`src/rtl/trap_redirect_if.sv`:
```
// -----------------------------------------------------------------------------
// trap_redirect_if
//   Bundles the trap/MRET redirect sequencer's pipeline-facing signals.
//   master : the surrounding pipeline (EHU, XB decode, fetch). It drives the
//            event requests and receives the flush/stall/redirect controls.
//   slave  : the trap_redirect sequencer itself.
//   Signals
//     XB_bubble            XB stage holds a bubble (qualifies mret)
//     initiate_illinst     illegal-instruction trap request (bubble-qualified)
//     initiate_misaligned  misaligned trap request (bubble-qualified)
//     mret                 XB-stage instruction is MRET
//     csr_mepc[31:0]       current mepc from the EHU
//     flush                kill FD/XB stage contents
//     stall_fetch          hold the fetch PC
//     pc_redirect          one-cycle strobe: fetch loads pc_target
//     pc_target[31:0]      latched redirect address
//     trap_kind[1:0]       latched event type (00 none, 01 ill, 10 mis, 11 mret)
//     trap_count[15:0]     exceptions accepted since reset (MRET not counted)
// -----------------------------------------------------------------------------
interface trap_redirect_if;
  logic        XB_bubble;
  logic        initiate_illinst;
  logic        initiate_misaligned;
  logic        mret;
  logic [31:0] csr_mepc;

  logic        flush;
  logic        stall_fetch;
  logic        pc_redirect;
  logic [31:0] pc_target;
  logic [1:0]  trap_kind;
  logic [15:0] trap_count;

  modport master (
    output XB_bubble, initiate_illinst, initiate_misaligned, mret, csr_mepc,
    input  flush, stall_fetch, pc_redirect, pc_target, trap_kind, trap_count
  );

  modport slave (
    input  XB_bubble, initiate_illinst, initiate_misaligned, mret, csr_mepc,
    output flush, stall_fetch, pc_redirect, pc_target, trap_kind, trap_count
  );
endinterface

```
`src/rtl/trap_redirect.sv`:
```
// -----------------------------------------------------------------------------
// trap_redirect
//   Trap and MRET program-counter redirect sequencer. On an accepted event it
//   flushes FD/XB for FLUSH_CYCLES cycles (fetch stalled), then spends one
//   more flushing cycle strobing pc_redirect so fetch loads pc_target.
//   Exceptions redirect to MTVEC_BASE; MRET redirects to word-aligned mepc.
//
//   Parameters
//     MTVEC_BASE    direct-mode trap vector, must be word-aligned
//     FLUSH_CYCLES  flush cycles before the redirect, legal range 1..15
//   Ports
//     clk    single clock, rising edge
//     reset  synchronous, active-high
//     bus    trap_redirect_if.slave (event inputs, control/target outputs)
// -----------------------------------------------------------------------------
module trap_redirect #(
  parameter logic [31:0] MTVEC_BASE   = 32'h0000_0000,
  parameter int unsigned FLUSH_CYCLES = 2
) (
  input  logic            clk,
  input  logic            reset,
  trap_redirect_if.slave  bus
);

  typedef enum logic [1:0] {
    S_IDLE     = 2'd0,
    S_FLUSH    = 2'd1,
    S_REDIRECT = 2'd2
  } state_t;

  typedef enum logic [1:0] {
    KIND_NONE = 2'b00,
    KIND_ILL  = 2'b01,
    KIND_MIS  = 2'b10,
    KIND_MRET = 2'b11
  } kind_t;

  // The counter counts down to zero, so the last FLUSH cycle is the one
  // that sees cnt == 0.
  localparam logic [3:0] CNT_LOAD = 4'(FLUSH_CYCLES - 1);

  state_t      state_q, state_d;
  logic [3:0]  cnt_q, cnt_d;
  logic [31:0] target_q, target_d;
  kind_t       kind_q, kind_d;
  logic [15:0] count_q, count_d;

  logic        mret_ok;

  // MRET is only real when XB holds an instruction; the EHU requests
  // arrive already qualified.
  assign mret_ok = bus.mret & ~bus.XB_bubble;

  // NOTE: every variable written here gets a default first so no path
  // leaves it unassigned -- otherwise synthesis infers a latch.
  always_comb begin
    state_d  = state_q;
    cnt_d    = cnt_q;
    target_d = target_q;
    kind_d   = kind_q;
    count_d  = count_q;

    unique case (state_q)
      S_IDLE: begin
        // Priority: illegal instruction, misaligned, then MRET. An
        // exception in the same cycle as MRET discards the MRET.
        if (bus.initiate_illinst) begin
          target_d = MTVEC_BASE;
          kind_d   = KIND_ILL;
          count_d  = count_q + 16'd1;
          cnt_d    = CNT_LOAD;
          state_d  = S_FLUSH;
        end else if (bus.initiate_misaligned) begin
          target_d = MTVEC_BASE;
          kind_d   = KIND_MIS;
          count_d  = count_q + 16'd1;
          cnt_d    = CNT_LOAD;
          state_d  = S_FLUSH;
        end else if (mret_ok) begin
          // mepc is captured here, so later CSR writes cannot disturb
          // the redirect already in flight.
          target_d = {bus.csr_mepc[31:2], 2'b00};
          kind_d   = KIND_MRET;
          cnt_d    = CNT_LOAD;
          state_d  = S_FLUSH;
        end
      end

      // Event inputs are deliberately ignored in FLUSH and REDIRECT: a
      // request still held on the first IDLE cycle counts as a new event.
      S_FLUSH: begin
        if (cnt_q == 4'd0) begin
          state_d = S_REDIRECT;
        end else begin
          cnt_d = cnt_q - 4'd1;
        end
      end

      S_REDIRECT: state_d = S_IDLE;

      default: state_d = S_IDLE;
    endcase
  end

  // NOTE: sequential state uses non-blocking assignments so every register
  // samples pre-edge values regardless of statement order.
  always_ff @(posedge clk) begin
    if (reset) begin
      state_q  <= S_IDLE;
      cnt_q    <= 4'd0;
      target_q <= 32'h0000_0000;
      kind_q   <= KIND_NONE;
      count_q  <= 16'd0;
    end else begin
      state_q  <= state_d;
      cnt_q    <= cnt_d;
      target_q <= target_d;
      kind_q   <= kind_d;
      count_q  <= count_d;
    end
  end

  // Moore controls decoded straight from the state register.
  assign bus.flush       = (state_q != S_IDLE);
  assign bus.stall_fetch = (state_q == S_FLUSH);
  assign bus.pc_redirect = (state_q == S_REDIRECT);

  assign bus.pc_target  = target_q;
  assign bus.trap_kind  = kind_q;
  assign bus.trap_count = count_q;

endmodule
```
`src/flat_wrapper.sv`:
```
// flat-port wrapper written by rule: the top's interface ports become plain ports
module trap_redirect_flat 
#(
  parameter logic [31:0] MTVEC_BASE   = 32'h0000_0000,
  parameter int unsigned FLUSH_CYCLES = 2
)
  (clk, reset, bus_XB_bubble, bus_initiate_illinst, bus_initiate_misaligned, bus_mret, bus_csr_mepc, bus_flush, bus_stall_fetch, bus_pc_redirect, bus_pc_target, bus_trap_kind, bus_trap_count);
  trap_redirect_if bus_i ();
  input  logic clk;
  input  logic reset;
  input wire logic [$bits(bus_i.XB_bubble)-1:0] bus_XB_bubble;
  input wire logic [$bits(bus_i.initiate_illinst)-1:0] bus_initiate_illinst;
  input wire logic [$bits(bus_i.initiate_misaligned)-1:0] bus_initiate_misaligned;
  input wire logic [$bits(bus_i.mret)-1:0] bus_mret;
  input wire logic [$bits(bus_i.csr_mepc)-1:0] bus_csr_mepc;
  output wire logic [$bits(bus_i.flush)-1:0] bus_flush;
  output wire logic [$bits(bus_i.stall_fetch)-1:0] bus_stall_fetch;
  output wire logic [$bits(bus_i.pc_redirect)-1:0] bus_pc_redirect;
  output wire logic [$bits(bus_i.pc_target)-1:0] bus_pc_target;
  output wire logic [$bits(bus_i.trap_kind)-1:0] bus_trap_kind;
  output wire logic [$bits(bus_i.trap_count)-1:0] bus_trap_count;
  assign bus_i.XB_bubble = bus_XB_bubble;
  assign bus_i.initiate_illinst = bus_initiate_illinst;
  assign bus_i.initiate_misaligned = bus_initiate_misaligned;
  assign bus_i.mret = bus_mret;
  assign bus_i.csr_mepc = bus_csr_mepc;
  assign bus_flush = bus_i.flush;
  assign bus_stall_fetch = bus_i.stall_fetch;
  assign bus_pc_redirect = bus_i.pc_redirect;
  assign bus_pc_target = bus_i.pc_target;
  assign bus_trap_kind = bus_i.trap_kind;
  assign bus_trap_count = bus_i.trap_count;
  trap_redirect #(.MTVEC_BASE(MTVEC_BASE), .FLUSH_CYCLES(FLUSH_CYCLES)) u_core (.clk(clk), .reset(reset), .bus(bus_i));
endmodule
```
`config.mk`:
```
export PLATFORM = sky130hd
export DESIGN_NAME = trap_redirect_flat
export DESIGN_NICKNAME = d
export VERILOG_FILES = /design/src/rtl/trap_redirect_if.sv /design/src/rtl/trap_redirect.sv /design/src/flat_wrapper.sv
export SDC_FILE = /design/constraint.sdc
export NUM_CORES = 1
export LEC_CHECK = 0
export ABC_AREA = 0
export CORE_UTILIZATION = 35
export DETAILED_ROUTE_END_ITERATION = 8
export PLACE_DENSITY = 0.74
export REMOVE_ABC_BUFFERS = 1
export SYNTH_ARGS = -nofsm -noshare
export SYNTH_HDL_FRONTEND = slang
export SYNTH_SLANG_ARGS = --single-unit
export TNS_END_PERCENT = 100
```
`constraint.sdc`:
```
create_clock -name clk -period 4.5 [get_ports clk]
set_input_delay 1.125 -clock clk [delete_from_list [all_inputs] [get_ports clk]]
set_output_delay 1.125 -clock clk [all_outputs]
set_load 0.02 [all_outputs]
```
==> summary.md, run 1 <==
| Metric | Value |
|---|---|
| Outcome | `finished, final reports clean` |
| Setup TNS | `0 ns` |
| Mapped Avg Cell Area | `9.47 µm²` |
| Distinct cell type count after synthesis | `50` |
| Worst-case clock buffer depth | `2` |
| Setup violations, final | `0` |
| Syn Inst Count | `237` |
| Routed wire length | `5270 µm` |
| Setup crit start | `u_core.state_q[0]` |
| Total iterations of the first detailed-routing run | `4` |
| Worst reg2reg path endpoint | `u_core.cnt_q[2]` |
| Slew headroom | `41.3%` |
| #FFs+latches synth | `54` |
| Clock Skew | `0.00375 ns` |
| Remaining DRCs | `0` |
| Setup Fix Bufs, Post-CTS | `0` |
| Antenna violations before repair | `0` |
| PortBufs | `86` |
| Clk root buf | `clkbuf_8` |
| Clock latency at the later pin of the worst-skew pair | `0.30 ns` |
| Worst Tran Pin Value | `0.881 ns` |
| Slowest CP cell | `clkdlybuf4s50_1` |
| Worst Hold Class | `reg -> reg` |
| Worst path cell trace | `and2b_1, clkdlybuf4s50_1` |
| Async SR Flop Fraction | `0%` |
| Most common cell after layout, fill and taps aside | `clkdlybuf4s50_1` |
| Final Cycle Share | `60.5%` |
| Sequential-to-total area share from yosys stat | `48.2%` |
| Post-synth EDFFs | `0` |
| R2r setup slk | `2.78 ns` |
| Core Area | `0.00606 mm²` |
| Clock buffer count from CTS | `5` |
| Fmax | `367 MHz` |
| Clock period minus worst slack | `2.72 ns` |
| DRT antenna net count | `0` |
| Hold buffer count at cts | `0` |
| Post-layout util | `53.0%` |
| Initial drt markers | `119` |
| Cts repair resizes | `0` |
| Largest net degree at the start of global routing | `51` |
| Hold_ws | `0.503 ns` |
| Clk slew on worst S/H paths | `0.09 ns` |
| Row cnt | `28` |
| Die height | `82.1 µm` |
| Area after DPL | `0.00312 mm²` |
| Worst vdd ir | `0.209 mV` |
| Element type at the critical path end | `output pin` |
| Synth warn | `0` |
| Gr usage total | `16.7%` |
| Top cells by area, synth | `dfxtp_1 48%, a22oi_1 10%, nor2_1 7.4%` |
| Global-route wire length before repair | `8700 µm` |
| Worst r2r src | `u_core.cnt_q[0]` |
| Die ar. | `0.00673 mm²` |
| Effective utilization at floorplan | `37.0%` |
| Startpoint type of the worst setup path | `flip-flop` |
| Post-synth top area cell | `dfxtp_1` |
| Leakage power | `0.00112 µW` |
| Unrepaired setup endpoints after global routing | `no` |
| Fin. Hold Viols | `0` |
| Cell area after layout | `0.00321 mm²` |
| Final Max Tran Viols | `0` |
| GP Congestion | `0.748` |
| Share of cells above drive strength 1 | `7.84%` |
| CP Max Fanout | `4` |
| Power Total | `1050 µW` |
| Vias in the first global route | `1,884` |
| Top FF cell, synth | `dfxtp_1` |
| Number of I/O pins | `91` |
| Worst Setup EP | `bus_stall_fetch` |
| Via count | `2,014` |
| Layout Nets | `359` |
| GRT overflow | `0` |
| CTS tree | `yes` |
| Area Growth Syn to Fin | `43.2%` |
| Post-DP HPWL | `3610 µm` |
| Vias per cell | `5.11` |
| H-tree depth reported by CTS | `2` |
| Top-area cell type share of the netlist area | `48.2%` |
| Routed WL per cell | `13.4 µm` |
| Mapped Area | `0.00224 mm²` |
| CP peak stage delay | `0.61 ns` |
| Max_cap viols | `0` |
| Data required, critical path | `3.38 ns` |
| CP arrival | `1.60 ns` |
| DIE WIDTH | `82.1 µm` |
| HP Start | `u_core.bus.pc_target[11]` |
| Most frequent cells in the layout | `85 x clkdlybuf4s50_1, 54 x dfxtp_1, 44 x nor2_1` |
| Crit Path Class | `reg -> out` |
| Power Dens Cells | `326 mW/mm²` |
| CTS Sinks | `54` |
| ANT cells | `0` |
| R2R depth | `6` |
[registers in the layout (all words and copies together), names as in the netlist]
| signal | cells |
|---|---|
| u_core.bus.trap_count | 16 |
| u_core.cnt_q | 4 |
| u_core.bus.pc_target | 30 |
| u_core.bus.trap_kind | 2 |
| u_core.state_q | 2 |
[critical path, delay by kind of cell, from the launching register on]
kind / cells / cell delay (ns)
DFF: 1 / 0.47
and+or+nand+nor: 1 / 0.22
buffers and inverters: 1 / 0.61
[logic make-up after synthesis]
| family | synth area share (%) |
|---|---|
| and+or+nand+nor | 22.2 |
| AOI/OAI and AO/OA | 17.7 |
| buffers and inverters | 5.80 |
| DFF | 48.2 |
| adders and majority gates | 1.67 |
| xor gates and xnor gates | 2.34 |
| muxes | 1.90 |
| other | 0.167 |
[report_power, final]
| part | internal [µW] | total, µW | switching, µW |
|---|---|---|---|
| Clock | 125 | 274 | 149 |
| Combinational | 115 | 248 | 133 |
| Sequential | 501 | 527 | 25.6 |
[through the flow]
stage	std cells	setup WS, ns
3_5_place_dp	386	1.44
5_1_grt	394	1.62
6_report	394	1.78
2_1_floorplan	222	0.972
4_1_cts	394	1.75
3_3_place_gp	386	1.46
[cell usage after synthesis, types with 3 or more instances]
cell,number
o21ai_0,3
a22oi_1,30
inv_1,6
nor2_1,44
ha_1,3
nand3_1,4
nor3_1,3
buf_2,7
nor2b_1,4
nand2_1,7
xor2_1,4
or4_1,4
a21oi_1,9
dfxtp_1,54
nand4_1,5
clkbuf_1,4
o31ai_1,4
[worst min-delay path by stage]
stage	endpoint	depth (start not counted)
after floorplan	u_core.cnt_q[3]	2
after global placement	u_core.bus.pc_target[26]	2
after detailed placement	u_core.bus.pc_target[11]	2
after CTS	u_core.bus.pc_target[11]	2
after global routing	u_core.bus.trap_count[14]	2
final	u_core.bus.pc_target[11]	2
[routing by layer]
layer	vias to the layer above	share of wire [%]	GRT usage, %
li1	1010	-	-
met4	0	0.44	4.21
met3	2	7.7	6.56
met5	-	0	0
met1	940	45	20.2
met2	62	46	27.5
[area by class of cell]
type                            count  area, µm²
Clock buffer                        7       86.3
Clock inverter                      1       5.00
Fill cell                         564       2850
Inverter                            7       26.3
Multi-Input combinational cell    161       1040
Sequential cell                    54       1080
Tap cell                           75       93.8
Timing Repair Buffer               89        878
(Power assumes the default switching activity.)
==> run 2: changes to the inputs <==
==> constraint.sdc (replaced) <==
create_clock -name clk -period 2.57 [get_ports clk]
set_input_delay 0.6425 -clock clk [delete_from_list [all_inputs] [get_ports clk]]
set_output_delay 0.6425 -clock clk [all_outputs]
set_load 0.02 [all_outputs]
==> run 2 against run 1 <==
Net effect:
- global-route usage down 0.36 points
- first-iteration DRC count shrank 17%
- largest cell class unchanged
- clock-buffer cell count is the same
- critical endpoint unchanged
- clock power up 76%
- highest routed layer unchanged
- wire length rose by 0.68%
==> summary.md, run 2 (synthesized netlist as in run 1, its figures left out) <==
| Metric | Value |
|---|---|
| Outcome | `finished, final reports clean` |
| Slew headroom | `59.6% (+18 points)` |
| CP Max Fanout | `4 (unchanged)` |
| Number of I/O pins | `91 (unchanged)` |
| Post-layout util | `54.0% (+1.0 points)` |
| Clock Skew | `0.00592 ns (+0.00217 ns)` |
| Clk root buf | `clkbuf_8` |
| Fin. Hold Viols | `0 (unchanged)` |
| Vias per cell | `5.12 (+0.17%)` |
| Setup Fix Bufs, Post-CTS | `0 (unchanged)` |
| CP arrival | `1.60 ns (about the same)` |
| Die ar. | `0.00673 mm² (unchanged)` |
| Cell area after layout | `0.00327 mm² (+1.9%)` |
| Final Max Tran Viols | `0 (unchanged)` |
| Clock latency at the later pin of the worst-skew pair | `0.30 ns (about the same)` |
| PortBufs | `86 (unchanged)` |
| Power Dens Cells | `569 mW/mm² (+74%)` |
| Power Total | `1860 µW (+78%)` |
| Area Growth Syn to Fin | `46.0%` |
| Crit Path Class | `reg -> out` |
| Die height | `82.1 µm (unchanged)` |
| H-tree depth reported by CTS | `2 (unchanged)` |
| Gr usage total | `16.3% (-0.36 points)` |
| Setup violations, final | `0 (unchanged)` |
| Hold buffer count at cts | `0 (unchanged)` |
| Setup ws final | `0.332 ns (-1.44 ns)` |
| Area after DPL | `0.00318 mm² (+2.0%)` |
| Share of cells above drive strength 1 | `9.26% (+1.4 points)` |
| Vias in the first global route | `1,865 (-1.0%)` |
| Data required, critical path | `1.93 ns (-1.45 ns)` |
| Largest net degree at the start of global routing | `33 (-35%)` |
| GP Congestion | `0.749 (+0.21%)` |
| CTS Sinks | `54 (unchanged)` |
| Post-DP HPWL | `3800 µm (+5.2%)` |
| Routed wire length | `5300 µm (+0.68%)` |
| Effective utilization at floorplan | `37.0% (unchanged)` |
| Fmax | `447 MHz` |
| Final Cycle Share | `87.1%` |
| Clock period minus worst slack | `2.24 ns` |
| Most common cell after layout, fill and taps aside | `clkdlybuf4s50_1` |
| Worst vdd ir | `0.348 mV (+67%)` |
| Most frequent cells in the layout | `85 x clkdlybuf4s50_1, 54 x dfxtp_1, 44 x nor2_1` |
| Max reg flops | `30 (unchanged)` |
| Leakage power | `0.00115 µW (+2.7%)` |
| Core Area | `0.00606 mm² (unchanged)` |
| Layout Nets | `364 (+1.4%)` |
| Unrepaired setup endpoints after global routing | `no` |
| Antenna violations before repair | `0 (unchanged)` |
| Max_cap viols | `0 (unchanged)` |
| Initial drt markers | `99 (-17%)` |
| Global-route wire length before repair | `8450 µm (-2.9%)` |
| Total iterations of the first detailed-routing run | `4 (unchanged)` |
| Clk slew on worst S/H paths | `0.09 ns (about the same)` |
| Routed WL per cell | `13.3 µm (-0.58%)` |
| Clock buffer count from CTS | `5 (unchanged)` |
| Worst slack at placement | `0.0983 ns (-1.35 ns)` |
| GRT overflow | `0 (unchanged)` |
| Row cnt | `28 (unchanged)` |
| DIE WIDTH | `82.1 µm (unchanged)` |
| Worst Hold Class | `reg -> reg` |
| Worst-case clock buffer depth | `2 (unchanged)` |
| Element type at the critical path end | `output pin` |
| DRT antenna net count | `0 (unchanged)` |
| Via count | `2,043 (+1.4%)` |
| Cts repair resizes | `0 (unchanged)` |
| Worst path cell trace | `and2b_1, clkdlybuf4s50_1` |
| Worst Tran Pin Value | `0.606 ns (-0.275 ns)` |
| Slowest CP cell | `clkdlybuf4s50_1` |
| Remaining DRCs | `0 (unchanged)` |
| Startpoint type of the worst setup path | `flip-flop` |
| ANT cells | `0 (unchanged)` |
| CTS tree | `yes` |
| CP peak stage delay | `0.62 ns (about the same)` |
## run 2: power breakdown
part	total, µW	internal, µW	switching, µW
clock	482	218	264
combinational	460	222	238
sequential	923	878	44.6
total	1860	1320	546
## run 2: worst max-delay path, delay by kind of cell, from the launching register on
family | cells | cell delay [ns]
buf+inv | 1 | 0.62
flops | 1 | 0.47
simple gates | 1 | 0.22
## run 2: final cells by class
type / instances / area, µm²
flip-flops and latches: 54 / 1080
clock buffers: 7 / 86.3
repair buffers: 94 / 941
well taps: 75 / 93.8
inverters: 7 / 26.3
multi-input cells: 161 / 1040
fillers: 576 / 2790
clock inverters: 1 / 5.00
## run 2: final timing paths
path                              end  cells after the start  slack (ns)                startpoint
min          u_core.bus.pc_target[10]                      2        0.50  u_core.bus.pc_target[10]
min reg2reg  u_core.bus.pc_target[10]                      2        0.50  u_core.bus.pc_target[10]
max                   bus_stall_fetch                      2        0.33         u_core.state_q[0]
max reg2reg           u_core.cnt_q[2]                      6        0.81           u_core.cnt_q[0]
## run 2: layer usage
metal / global-route usage (%) / share of wire (%) / up-vias / routed length (µm)
met1: 19.9 / 44 / 966 / 2320
li1: - / - / 1011 / -
met5: 0 / 0 / - / 0
met2: 27.1 / 48 / 61 / 2530
met4: 3.68 / 0.64 / 0 / 34
met3: 6.22 / 7.9 / 5 / 420
## run 2: through the flow
stage / instances / hold slack, ns / setup TNS, ns
after detailed placement: 391 / 0.485 / 0
final: 399 / 0.501 / 0
after global placement: 391 / 0.478 / 0
after CTS: 399 / 0.509 / 0
after floorplan: 222 / 0.466 / -14.25
after global routing: 399 / 0.526 / 0
==> run 3: changes to the inputs <==
--- a/config.mk
+++ b/config.mk
@@ -6,10 +6,12 @@
 export NUM_CORES = 1
 export LEC_CHECK = 0
 export ABC_AREA = 0
+export CORE_MARGIN = 5
 export CORE_UTILIZATION = 35
 export DETAILED_ROUTE_END_ITERATION = 8
 export PLACE_DENSITY = 0.74
 export REMOVE_ABC_BUFFERS = 1
+export SLEW_MARGIN = 20
 export SYNTH_ARGS = -nofsm -noshare
 export SYNTH_HDL_FRONTEND = slang
 export SYNTH_SLANG_ARGS = --single-unit
==> constraint.sdc (replaced) <==
create_clock -name clk -period 2.57 [get_ports clk]
set_input_delay 0.6425 -clock clk [delete_from_list [all_inputs] [get_ports clk]]
set_output_delay 0.6425 -clock clk [all_outputs]
set_load 0.005 [all_outputs]
==> run 3 against run 2 <==
Net effect:
- combinational power fell by 11%
- global-route usage fell by 2.5 points
- final cell count did not move
- worst hold slack barely moved
- via count fell by 1.0%
- sequential cell count did not move
- power rose by 8.5%
- critical path type unchanged
- highest routed layer unchanged
==> summary.md, run 3 (synthesized netlist as in run 1, its figures left out) <==
| Metric | Value |
|---|---|
| Setup TNS | `0 ns (unchanged)` |
| Largest net degree at the start of global routing | `38 (+15%)` |
| Data required, critical path | `1.93 ns (about the same)` |
| Element type at the critical path end | `output pin` |
| Clock latency at the later pin of the worst-skew pair | `0.30 ns (about the same)` |
| Global-route wire length before repair | `9460 µm (+12%)` |
| GP Congestion | `0.763 (+1.8%)` |
| Vias in the first global route | `2,027 (+8.7%)` |
| Switching part of the total power | `25.4% (-3.8 points)` |
| Setup ws final | `0.424 ns (+0.0920 ns)` |
| Vias per cell | `5.07 (-1.0%)` |
| DRT antenna net count | `0 (unchanged)` |
| Net Sw Power | `515 µW (-5.7%)` |
| Area after DPL | `0.00317 mm² (-0.39%)` |
| Via count | `2,022 (-1.0%)` |
| Setup Fix Bufs, Post-CTS | `0 (unchanged)` |
| CP arrival | `1.50 ns (-0.10 ns)` |
| R2r setup slk | `0.82 ns (about the same)` |
| Routed wire length | `5670 µm (+7.0%)` |
| Most frequent cells in the layout | `85 x clkdlybuf4s50_1, 54 x dfxtp_1, 44 x nor2_1` |
| Worst vdd ir | `0.268 mV (-23%)` |
| Row cnt | `29 (+3.6%)` |
| Core Area | `0.00628 mm² (+3.6%)` |
| Final Max Tran Viols | `0 (unchanged)` |
| CP Max Fanout | `4 (unchanged)` |
| Clock period minus worst slack | `2.15 ns (-0.0920 ns)` |
| Comb pwr share | `20.2% (-4.5 points)` |
| Effective utilization at floorplan | `35.7% (-1.3 points)` |
| Antenna violations before repair | `0 (unchanged)` |
| Gr usage total | `13.8% (-2.5 points)` |
| Worst-case clock buffer depth | `2 (unchanged)` |
| CTS tree | `yes` |
| Unrepaired setup endpoints after global routing | `no` |
| Worst Tran Pin Value | `0.684 ns (+0.0784 ns)` |
| Final Cycle Share | `83.5% (-3.6 points)` |
| Area Growth Syn to Fin | `47.7%` |
| DIE WIDTH | `90.1 µm (+9.7%)` |
| Fillers | `571 (-0.87%)` |
| Fin. Hold Viols | `0 (unchanged)` |
| Clk root buf | `clkbuf_8` |
| Hold buffer count at cts | `0 (unchanged)` |
| GRT overflow | `0 (unchanged)` |
| CTS Sinks | `54 (unchanged)` |
| Cell area after layout | `0.00331 mm² (+1.2%)` |
| Most common cell after layout, fill and taps aside | `clkdlybuf4s50_1` |
| Power Dens Cells | `611 mW/mm² (+7.3%)` |
| Slew headroom | `54.4% (-5.2 points)` |
| Hold path depth | `2 (unchanged)` |
| Clock share of power | `34.1% (+8.2 points)` |
| Worst slack at placement | `0.194 ns (+0.0958 ns)` |
| Cts repair resizes | `0 (unchanged)` |
| HP Start | `u_core.bus.pc_target[10]` |
| Outcome | `finished, final reports clean` |
| Routed WL per cell | `14.2 µm (+7.0%)` |
| Hold_ws | `0.501 ns (-0.000368 ns)` |
| H-tree depth reported by CTS | `2 (unchanged)` |
| Clock buffer count from CTS | `5 (unchanged)` |
| Worst r2r src | `u_core.cnt_q[0]` |
| Power share of the sequential group | `45.7% (-3.8 points)` |
| Leakage power | `0.00116 µW (+1.2%)` |
| Crit Path Class | `reg -> out` |
| R2R depth | `6 (unchanged)` |
| Clk slew on worst S/H paths | `0.09 ns (about the same)` |
| Share of cells above drive strength 1 | `9.01% (-0.25 points)` |
| Max_cap viols | `0 (unchanged)` |
| Initial drt markers | `81 (-18%)` |
| Fmax | `466 MHz (+4.3%)` |
| Clock Skew | `0.00978 ns (+0.00386 ns)` |
| Worst Hold End | `u_core.bus.pc_target[10]` |
| Finished Layout Cells | `399 (unchanged)` |
| Die ar. | `0.00811 mm² (+20%)` |
| Worst Hold Class | `reg -> reg` |
| ANT cells | `0 (unchanged)` |
| Max reg flops | `30 (unchanged)` |
| Remaining DRCs | `0 (unchanged)` |
| Post-DP HPWL | `4030 µm (+6.1%)` |
| Worst reg2reg path endpoint | `u_core.cnt_q[2]` |
| Number of I/O pins | `91 (unchanged)` |
| Setup violations, final | `0 (unchanged)` |
| Layout Nets | `362 (-0.55%)` |
| Placed Instances | `391 (unchanged)` |
| Internal power | `1510 µW (+14%)` |
| PortBufs | `86 (unchanged)` |
| Total iterations of the first detailed-routing run | `4 (unchanged)` |
| Startpoint type of the worst setup path | `flip-flop` |
| Die height | `90.1 µm (+9.7%)` |
-- run 3: cell types whose count changed in the layout (fill, tap and decap cells not counted), sizes merged --
cell    change
buf         -2
clkinv      -1
clkbuf      -1
bufinv      +2
-- run 3: worst max path at each step --
stage | start | to | slack (ns)
after floorplan | bus_initiate_illinst | u_core.bus.pc_target[10] | -0.48
after global routing | u_core.state_q[0] | bus_stall_fetch | 0.33
final | u_core.state_q[0] | bus_stall_fetch | 0.42
after detailed placement | bus_initiate_misaligned | u_core.bus.trap_count[13] | 0.19
after CTS | u_core.state_q[0] | bus_stall_fetch | 0.40
after global placement | bus_initiate_misaligned | u_core.bus.trap_count[13] | 0.18
-- run 3: layout make-up --
type                    instances  area, µm²  share of cell area [%]
multi-input cells             161       1040                    31.4
flip-flops and latches         54       1080                    32.6
clock buffers                   6       82.6                    2.49
clock inverters                 2       60.1                    1.81
well taps                      77       96.3                    2.91
repair buffers                 92        926                    27.9
inverters                       7       26.3                   0.793
-- run 3: metrics by stage --
stage	util, %	total power, µW
floorplan	-	1140
global placement	50.5	1350
detailed placement	50.5	1360
CTS	52.8	2050
global route	52.8	2120
finish	52.8	2020
-- run 3: worst max-delay path: stages (launching register included) --
cell,delay [ns]
dfxtp_1,0.47
and2b_1,0.22
clkdlybuf4s50_1,0.52
-- run 3: power by group through the flow --
stage	Combinational [µW]	Sequential, µW	Clock (µW)
global placement	405	941	0
detailed placement	415	945	0
finish	409	925	689
floorplan	206	938	0
global route	449	933	742
CTS	417	926	711
-- run 3: routing by layer --
layer	share of wire (%)	routed length (µm)	GRT usage, %	vias to the layer above
li1	-	-	-	1007
met5	0	0	0	-
met4	0.81	46	3.72	0
met3	9.9	560	6.59	5
met2	47	2640	23.0	67
met1	43	2420	15.9	943
